==> src/rtl/mc_ctrl_pkg.sv <==
// Shared encodings for the multi-cycle MIPS main control FSM:
// state enum, opcode values and datapath mux/ALU select codes.
package mc_ctrl_pkg;

   typedef enum logic [3:0] {
      S_FETCH   = 4'd0,
      S_DECODE  = 4'd1,
      S_MEMADR  = 4'd2,
      S_MEMRD   = 4'd3,
      S_MEMWB   = 4'd4,
      S_MEMWR   = 4'd5,
      S_RTYPEEX = 4'd6,
      S_RTYPEWB = 4'd7,
      S_BEQEX   = 4'd8,
      S_BNEEX   = 4'd9,
      S_ADDIEX  = 4'd10,
      S_ANDIEX  = 4'd11,
      S_ORIEX   = 4'd12,
      S_IMMWB   = 4'd13,
      S_JEX     = 4'd14
   } state_t;

   localparam logic [5:0] OP_RTYPE = 6'b000000;
   localparam logic [5:0] OP_J     = 6'b000010;
   localparam logic [5:0] OP_BEQ   = 6'b000100;
   localparam logic [5:0] OP_BNE   = 6'b000101;
   localparam logic [5:0] OP_ADDI  = 6'b001000;
   localparam logic [5:0] OP_ANDI  = 6'b001100;
   localparam logic [5:0] OP_ORI   = 6'b001101;
   localparam logic [5:0] OP_LW    = 6'b100011;
   localparam logic [5:0] OP_SW    = 6'b101011;

   localparam logic [2:0] ALUOP_ADD   = 3'b000;
   localparam logic [2:0] ALUOP_SUB   = 3'b001;
   localparam logic [2:0] ALUOP_FUNCT = 3'b010;
   localparam logic [2:0] ALUOP_AND   = 3'b011;
   localparam logic [2:0] ALUOP_OR    = 3'b100;

   localparam logic [1:0] SRCB_B     = 2'b00;
   localparam logic [1:0] SRCB_FOUR  = 2'b01;
   localparam logic [1:0] SRCB_IMM   = 2'b10;
   localparam logic [1:0] SRCB_IMMSH = 2'b11;

   localparam logic [1:0] PCSRC_ALU    = 2'b00;
   localparam logic [1:0] PCSRC_ALUOUT = 2'b01;
   localparam logic [1:0] PCSRC_JUMP   = 2'b10;

endpackage

==> src/rtl/mc_instret_ctr.sv <==
// 32-bit retired-instruction counter: increments when en_i is high,
// asynchronous active-low clear, wraps naturally at 2^32.
module mc_instret_ctr (
   input  logic        clk_i,
   input  logic        rst_ni,
   input  logic        en_i,
   output logic [31:0] count_o
);

   logic [31:0] count_q;
   logic [31:0] count_d;

   // Next count: hold or increment by one.
   always_comb begin
      count_d = count_q;
      if (en_i) count_d = count_q + 32'd1;
   end

   // Counter register with asynchronous clear.
   always_ff @(posedge clk_i or negedge rst_ni) begin
      if (!rst_ni) count_q <= 32'd0;
      else         count_q <= count_d;
   end

   assign count_o = count_q;

endmodule

==> src/rtl/mc_main_fsm.sv <==
// Main control FSM of the multi-cycle MIPS core. Moore control outputs per
// state, PC enable from the branch zero flag, illegal-opcode pulse and a
// retired-instruction count. Build macro MCFSM_MEMWAIT_EN: when defined the
// FETCH/MEMRD/MEMWR states wait for mem_ready; otherwise mem_ready is ignored.
// Handshake: mem_ready=1 in FETCH/MEMRD/MEMWR means the access completes on
// the coming rising edge; the FSM holds its state and strobes until then.
// state_dbg exposes the current state encoding (mc_ctrl_pkg::state_t).
module mc_main_fsm
   import mc_ctrl_pkg::*;
(
   input  logic        clk,
   input  logic        reset,
   input  logic [5:0]  op,
   input  logic        zero,
   input  logic        mem_ready,
   output logic        pcen,
   output logic        irwrite,
   output logic        memwrite,
   output logic        regwrite,
   output logic        iord,
   output logic        memtoreg,
   output logic        regdst,
   output logic        alusrca,
   output logic [1:0]  alusrcb,
   output logic        zeroext,
   output logic [1:0]  pcsrc,
   output logic [2:0]  aluop,
   output logic        illegal,
   output logic [31:0] instret,
   output logic [3:0]  state_dbg
);

   state_t state_q, state_d;
   logic   mem_rdy;
   logic   pcwrite, beq_st, bne_st, retire;
   logic   irwrite_raw, memwrite_raw, regwrite_raw, illegal_raw;

`ifdef MCFSM_MEMWAIT_EN
   assign mem_rdy = mem_ready;
`else
   logic unused_mem_ready;
   assign unused_mem_ready = mem_ready;
   assign mem_rdy = 1'b1;
`endif

   // State register; reset aborts any in-flight instruction.
   always_ff @(posedge clk or negedge reset) begin
      if (!reset) state_q <= S_FETCH;
      else        state_q <= state_d;
   end

   // Next state, Moore controls and retire detection.
   always_comb begin
      state_d      = state_q;
      pcwrite      = 1'b0;
      beq_st       = 1'b0;
      bne_st       = 1'b0;
      retire       = 1'b0;
      irwrite_raw  = 1'b0;
      memwrite_raw = 1'b0;
      regwrite_raw = 1'b0;
      illegal_raw  = 1'b0;
      iord         = 1'b0;
      memtoreg     = 1'b0;
      regdst       = 1'b0;
      alusrca      = 1'b0;
      alusrcb      = SRCB_B;
      zeroext      = 1'b0;
      pcsrc        = PCSRC_ALU;
      aluop        = ALUOP_ADD;
      case (state_q)
         S_FETCH: begin
            alusrcb     = SRCB_FOUR;
            irwrite_raw = mem_rdy;
            pcwrite     = mem_rdy;
            if (mem_rdy) state_d = S_DECODE;
         end
         S_DECODE: begin
            alusrcb = SRCB_IMMSH;
            case (op)
               OP_LW, OP_SW: state_d = S_MEMADR;
               OP_RTYPE:     state_d = S_RTYPEEX;
               OP_BEQ:       state_d = S_BEQEX;
               OP_BNE:       state_d = S_BNEEX;
               OP_ADDI:      state_d = S_ADDIEX;
               OP_ANDI:      state_d = S_ANDIEX;
               OP_ORI:       state_d = S_ORIEX;
               OP_J:         state_d = S_JEX;
               default: begin
                  illegal_raw = 1'b1;
                  state_d     = S_FETCH;
               end
            endcase
         end
         S_MEMADR: begin
            alusrca = 1'b1;
            alusrcb = SRCB_IMM;
            state_d = (op == OP_SW) ? S_MEMWR : S_MEMRD;
         end
         S_MEMRD: begin
            iord = 1'b1;
            if (mem_rdy) state_d = S_MEMWB;
         end
         S_MEMWB: begin
            regwrite_raw = 1'b1;
            memtoreg     = 1'b1;
            retire       = 1'b1;
            state_d      = S_FETCH;
         end
         S_MEMWR: begin
            iord         = 1'b1;
            memwrite_raw = 1'b1;
            if (mem_rdy) begin
               retire  = 1'b1;
               state_d = S_FETCH;
            end
         end
         S_RTYPEEX: begin
            alusrca = 1'b1;
            aluop   = ALUOP_FUNCT;
            state_d = S_RTYPEWB;
         end
         S_RTYPEWB: begin
            regwrite_raw = 1'b1;
            regdst       = 1'b1;
            retire       = 1'b1;
            state_d      = S_FETCH;
         end
         S_BEQEX, S_BNEEX: begin
            beq_st  = (state_q == S_BEQEX);
            bne_st  = (state_q == S_BNEEX);
            alusrca = 1'b1;
            aluop   = ALUOP_SUB;
            pcsrc   = PCSRC_ALUOUT;
            retire  = 1'b1;
            state_d = S_FETCH;
         end
         S_ADDIEX, S_ANDIEX, S_ORIEX: begin
            alusrca = 1'b1;
            alusrcb = SRCB_IMM;
            if (state_q == S_ANDIEX) begin
               aluop   = ALUOP_AND;
               zeroext = 1'b1;
            end else if (state_q == S_ORIEX) begin
               aluop   = ALUOP_OR;
               zeroext = 1'b1;
            end
            state_d = S_IMMWB;
         end
         S_IMMWB: begin
            regwrite_raw = 1'b1;
            retire       = 1'b1;
            state_d      = S_FETCH;
         end
         S_JEX: begin
            pcsrc   = PCSRC_JUMP;
            pcwrite = 1'b1;
            retire  = 1'b1;
            state_d = S_FETCH;
         end
         default: state_d = S_FETCH;
      endcase
   end

   // Write enables and the illegal pulse are suppressed while reset is low.
   assign pcen      = reset & (pcwrite | (beq_st & zero) | (bne_st & ~zero));
   assign irwrite   = reset & irwrite_raw;
   assign memwrite  = reset & memwrite_raw;
   assign regwrite  = reset & regwrite_raw;
   assign illegal   = reset & illegal_raw;
   assign state_dbg = state_q;

   mc_instret_ctr u_instret (
      .clk_i   (clk),
      .rst_ni  (reset),
      .en_i    (retire),
      .count_o (instret)
   );

endmodule
==> config.mk <==
export PLATFORM = sky130hd
export DESIGN_NAME = mc_main_fsm
export DESIGN_NICKNAME = d
export VERILOG_FILES = /design/src/rtl/mc_ctrl_pkg.sv /design/src/rtl/mc_instret_ctr.sv /design/src/rtl/mc_main_fsm.sv
export SDC_FILE = /design/constraint.sdc
export NUM_CORES = 1
export LEC_CHECK = 0
export CAP_MARGIN = 20
export CORE_AREA = 2 2 67 69
export CTS_CLUSTER_DIAMETER = 40
export DETAILED_ROUTE_END_ITERATION = 7
export DIE_AREA = 0 0 69 71
export PLACE_DENSITY = 0.85
export SLEW_MARGIN = 25
export SYNTH_ARGS = -nofsm -noshare
export SYNTH_HDL_FRONTEND = slang
export SYNTH_SLANG_ARGS = --single-unit
==> constraint.sdc <==
create_clock -name clk -period 3.6 [get_ports clk]
set_input_delay 0.54 -clock clk [delete_from_list [all_inputs] [get_ports clk]]
set_output_delay 0.54 -clock clk [all_outputs]
set_load 0.01 [all_outputs]
==> impl_metrics.py <==
metrics = {
    "run_status": {
        "status": "completed",
    },
    "synth": {
        "synth_edf_count": 0,
        "synth_async_sr_flop_share_pct": 100,
        "netlist_area_um2": 2090,
        "yosysTopAreaCell": "dfrtp_1",
        "syn_nets": 242,
        "syn_inst": 231,
        "ys_seq_area_share_pct": 43.2,
        "ys_top_cells_by_area": "dfrtp_1, xnor2_1, nor2_1",
        "yosys_register_bits": 36,
        "synth_top_area_share_pct": 43.2,
        "synthFlopType": "dfrtp_1",
        "yosysUniqueCellTypes": 40,
        "ys_warn_count": 0,
        "avgSynthCellArea_um2": 9.03,
    },
    "critical_path": {
        "critPathRequiredTime_ns": 3.06,
        "ff2ff_path_depth": 5,
        "path_max_fanout": 27,
        "r2r_start": "state_dbg[1]",
        "critPathKind": "reg2out",
        "end_kind": "output port",
        "reg2reg_slack_ns": 1.10,
        "crit_arrival_ns": 2.32,
        "rr_endpoint": "u_instret.count_o[30]",
        "critPathLaunchType": "register",
    },
    "sta": {
        "slew_headroom_pct": 48.5,
        "tns_ns": 0,
        "period_needed_ns": 2.86,
        "fmax_mhz": 350,
        "period_share_pct": 79.4,
        "finalSetupViolCount": 0,
        "rsz0062_at_grt": "no",
        "holdWs_ns": 0.353,
        "tightest_slew_ns": 0.773,
        "final_hold_viol_count": 0,
        "final_max_slew_viol_count": 0,
        "finalClockSkew_ns": 0.00662,
    },
    "clocking": {
        "clock-root-buffer": "clkbuf_8",
        "post_cts_resized": 0,
        "cts_sinks": 36,
        "cts_tree": "done",
        "worstSkewPairLatency_ns": 0.28,
        "cts_buffer_depth": 2,
        "cts_buffers": 5,
        "clk_pin_slew_ns": 0.07,
        "cts_setup_buffers": 0,
        "hold_buffers": 0,
        "cts_max_level": 2,
    },
    "route": {
        "drt.antenna.violating_nets": 0,
        "routedWlPerCell_um": 14.1,
        "finalWirelength_um": 4870,
        "drtPass1Iterations": 4,
        "via_per_inst": 5.53,
        "drt-initial-drc-count": 135,
        "vias": 1909,
        "route.detailed.drc": 0,
    },
    "floorplanning": {
        "dieWidth_um": 69,
        "design.die.area_um2": 4900,
        "pin_count": 63,
        "core_um2": 4200,
        "start_util_pct": 49.6,
        "die_h_um": 71,
        "row_count": 24,
    },
    "grt": {
        "overflow": 0,
        "grt_pass1_wl_um": 8430,
        "antenna_found_initial": 0,
        "grt_pass1_vias": 1786,
        "grt.busiest_layer": "met2",
        "grt.total_usage_pct": 21.0,
        "grt_max_degree": 37,
        "use_met3_pct": 4.70,
        "grt_use_met1_pct": 26.4,
        "grt_use_met2_pct": 36.2,
    },
    "cells_and_area": {
        "drive_gt1_share_pct": 5.46,
        "num_antenna_cells": 0,
        "final_nets": 303,
        "area_growth_pct": 35.3,
    },
    "min_path": {
        "hold_path_class": "in2async",
    },
    "placed_design": {
        "port_buffers": 61,
        "post-dp-hpwl_um": 3610,
        "gp_congestion": 0.838,
    },
    "pwr": {
        "p_per_area_nw_per_um2": 493,
        "p_leak_uw": 0.00115,
        "ir_worst_vdd_mv": 0.293,
    },
    "flow_run": {
        "max_cap_violations": 0,
    },
}
[worst max path at each step]
| stage | cells past startpoint | from | slack (ns) | endpoint |
|---|---|---|---|---|
| 2_1_floorplan | 7 | u_instret.count_o[0] | 1.58 | u_instret.count_o[28] |
| 5_1_grt | 6 | state_dbg[1] | 0.53 | pcen |
| 6_report | 5 | state_dbg[1] | 0.74 | pcen |
| 4_1_cts | 6 | state_dbg[1] | 0.73 | pcen |
| 3_5_place_dp | 7 | op[2] | 0.81 | illegal |
| 3_3_place_gp | 7 | op[2] | 0.82 | illegal |
[registers in the layout, indices dropped and copies added, names as in the netlist]
signal	count
state_dbg	4
u_instret.count_o	32
[metrics by stage]
| step | area (um2) | std cells | setup slack, ns | total power [uW] | utilization (%) |
|---|---|---|---|---|---|
| floorplan | 2090 | 231 | 1.58 | 846 | - |
| global placement | 2730 | 337 | 0.822 | 1090 | 64.9 |
| detailed placement | 2730 | 337 | 0.808 | 1100 | 64.9 |
| CTS | 2820 | 345 | 0.728 | 1400 | 67.1 |
| global route | 2820 | 345 | 0.533 | 1490 | 67.1 |
| finish | 2820 | 345 | 0.740 | 1390 | 67.1 |
[critical path: stages, from the launching register on]
cell	delay, ns
dfrtp_1	0.67
nand2b_1	0.35
o31ai_1	0.25
a21oi_1	0.10
nor2_1	0.12
clkdlybuf4s50_1	0.55
[cell families after synthesis]
kind of cell	count (synthesis)	synth area share (%)
AO/OA/AOI/OAI	27	8.15
adder cells (fa/ha/maj)	1	0.599
AND/OR/NAND/NOR	115	29.4
flip-flops	36	43.2
buffers and inverters	17	3.90
multiplexers	1	0.540
XOR/XNOR	34	14.3
[area by class of cell]
| type | instances | area [um2] |
|---|---|---|
| inverters | 6 | 22.5 |
| clock buffers | 7 | 86.3 |
| repair buffers | 65 | 636 |
| flip-flops and latches | 36 | 901 |
| fillers | 335 | 1380 |
| well taps | 52 | 65.1 |
| multi-input cells | 178 | 1100 |
| clock inverters | 1 | 7.51 |
[Yosys cell counts, types with 3 or more instances]
| cell type | count |
|---|---|
| and4_1 | 4 |
| a21oi_1 | 7 |
| nor2_1 | 24 |
| nor3b_1 | 4 |
| nand2b_1 | 4 |
| dfrtp_1 | 36 |
| buf_1 | 3 |
| xor2_1 | 10 |
| nor4_1 | 4 |
| nand2_1 | 21 |
| nor2b_1 | 8 |
| nand4_1 | 9 |
| o21ai_0 | 7 |
| nor3_1 | 15 |
| clkbuf_1 | 4 |
| xnor2_1 | 24 |
| nand3_1 | 12 |
| inv_1 | 6 |
[power by group]
part	internal, uW	total, uW	switching, uW	leakage, uW
registers	446	571	125	0.000493
clock network	155	296	140	0.0000445
logic	287	524	237	0.000614
total	889	1390	502	0.00115
[metal layers]
metal / routed length (um) / up-vias
met5: 0 / -
met3: 226 / 6
li1: - / 935
met4: 57 / 0
met1: 2140 / 913
met2: 2440 / 55
[cells in the final DEF, fill, tap and decap left out, types with 8 or more instances in the layout]
cell type,count
nand4_1,9
nor3_1,15
nand3_1,12
xnor2_1,24
dfrtp_1,36
nor2b_1,8
nor2_1,24
clkdlybuf4s50_1,60
xor2_1,10
nand2_1,21
No activity file was read; power rests on OpenSTA's default activity.
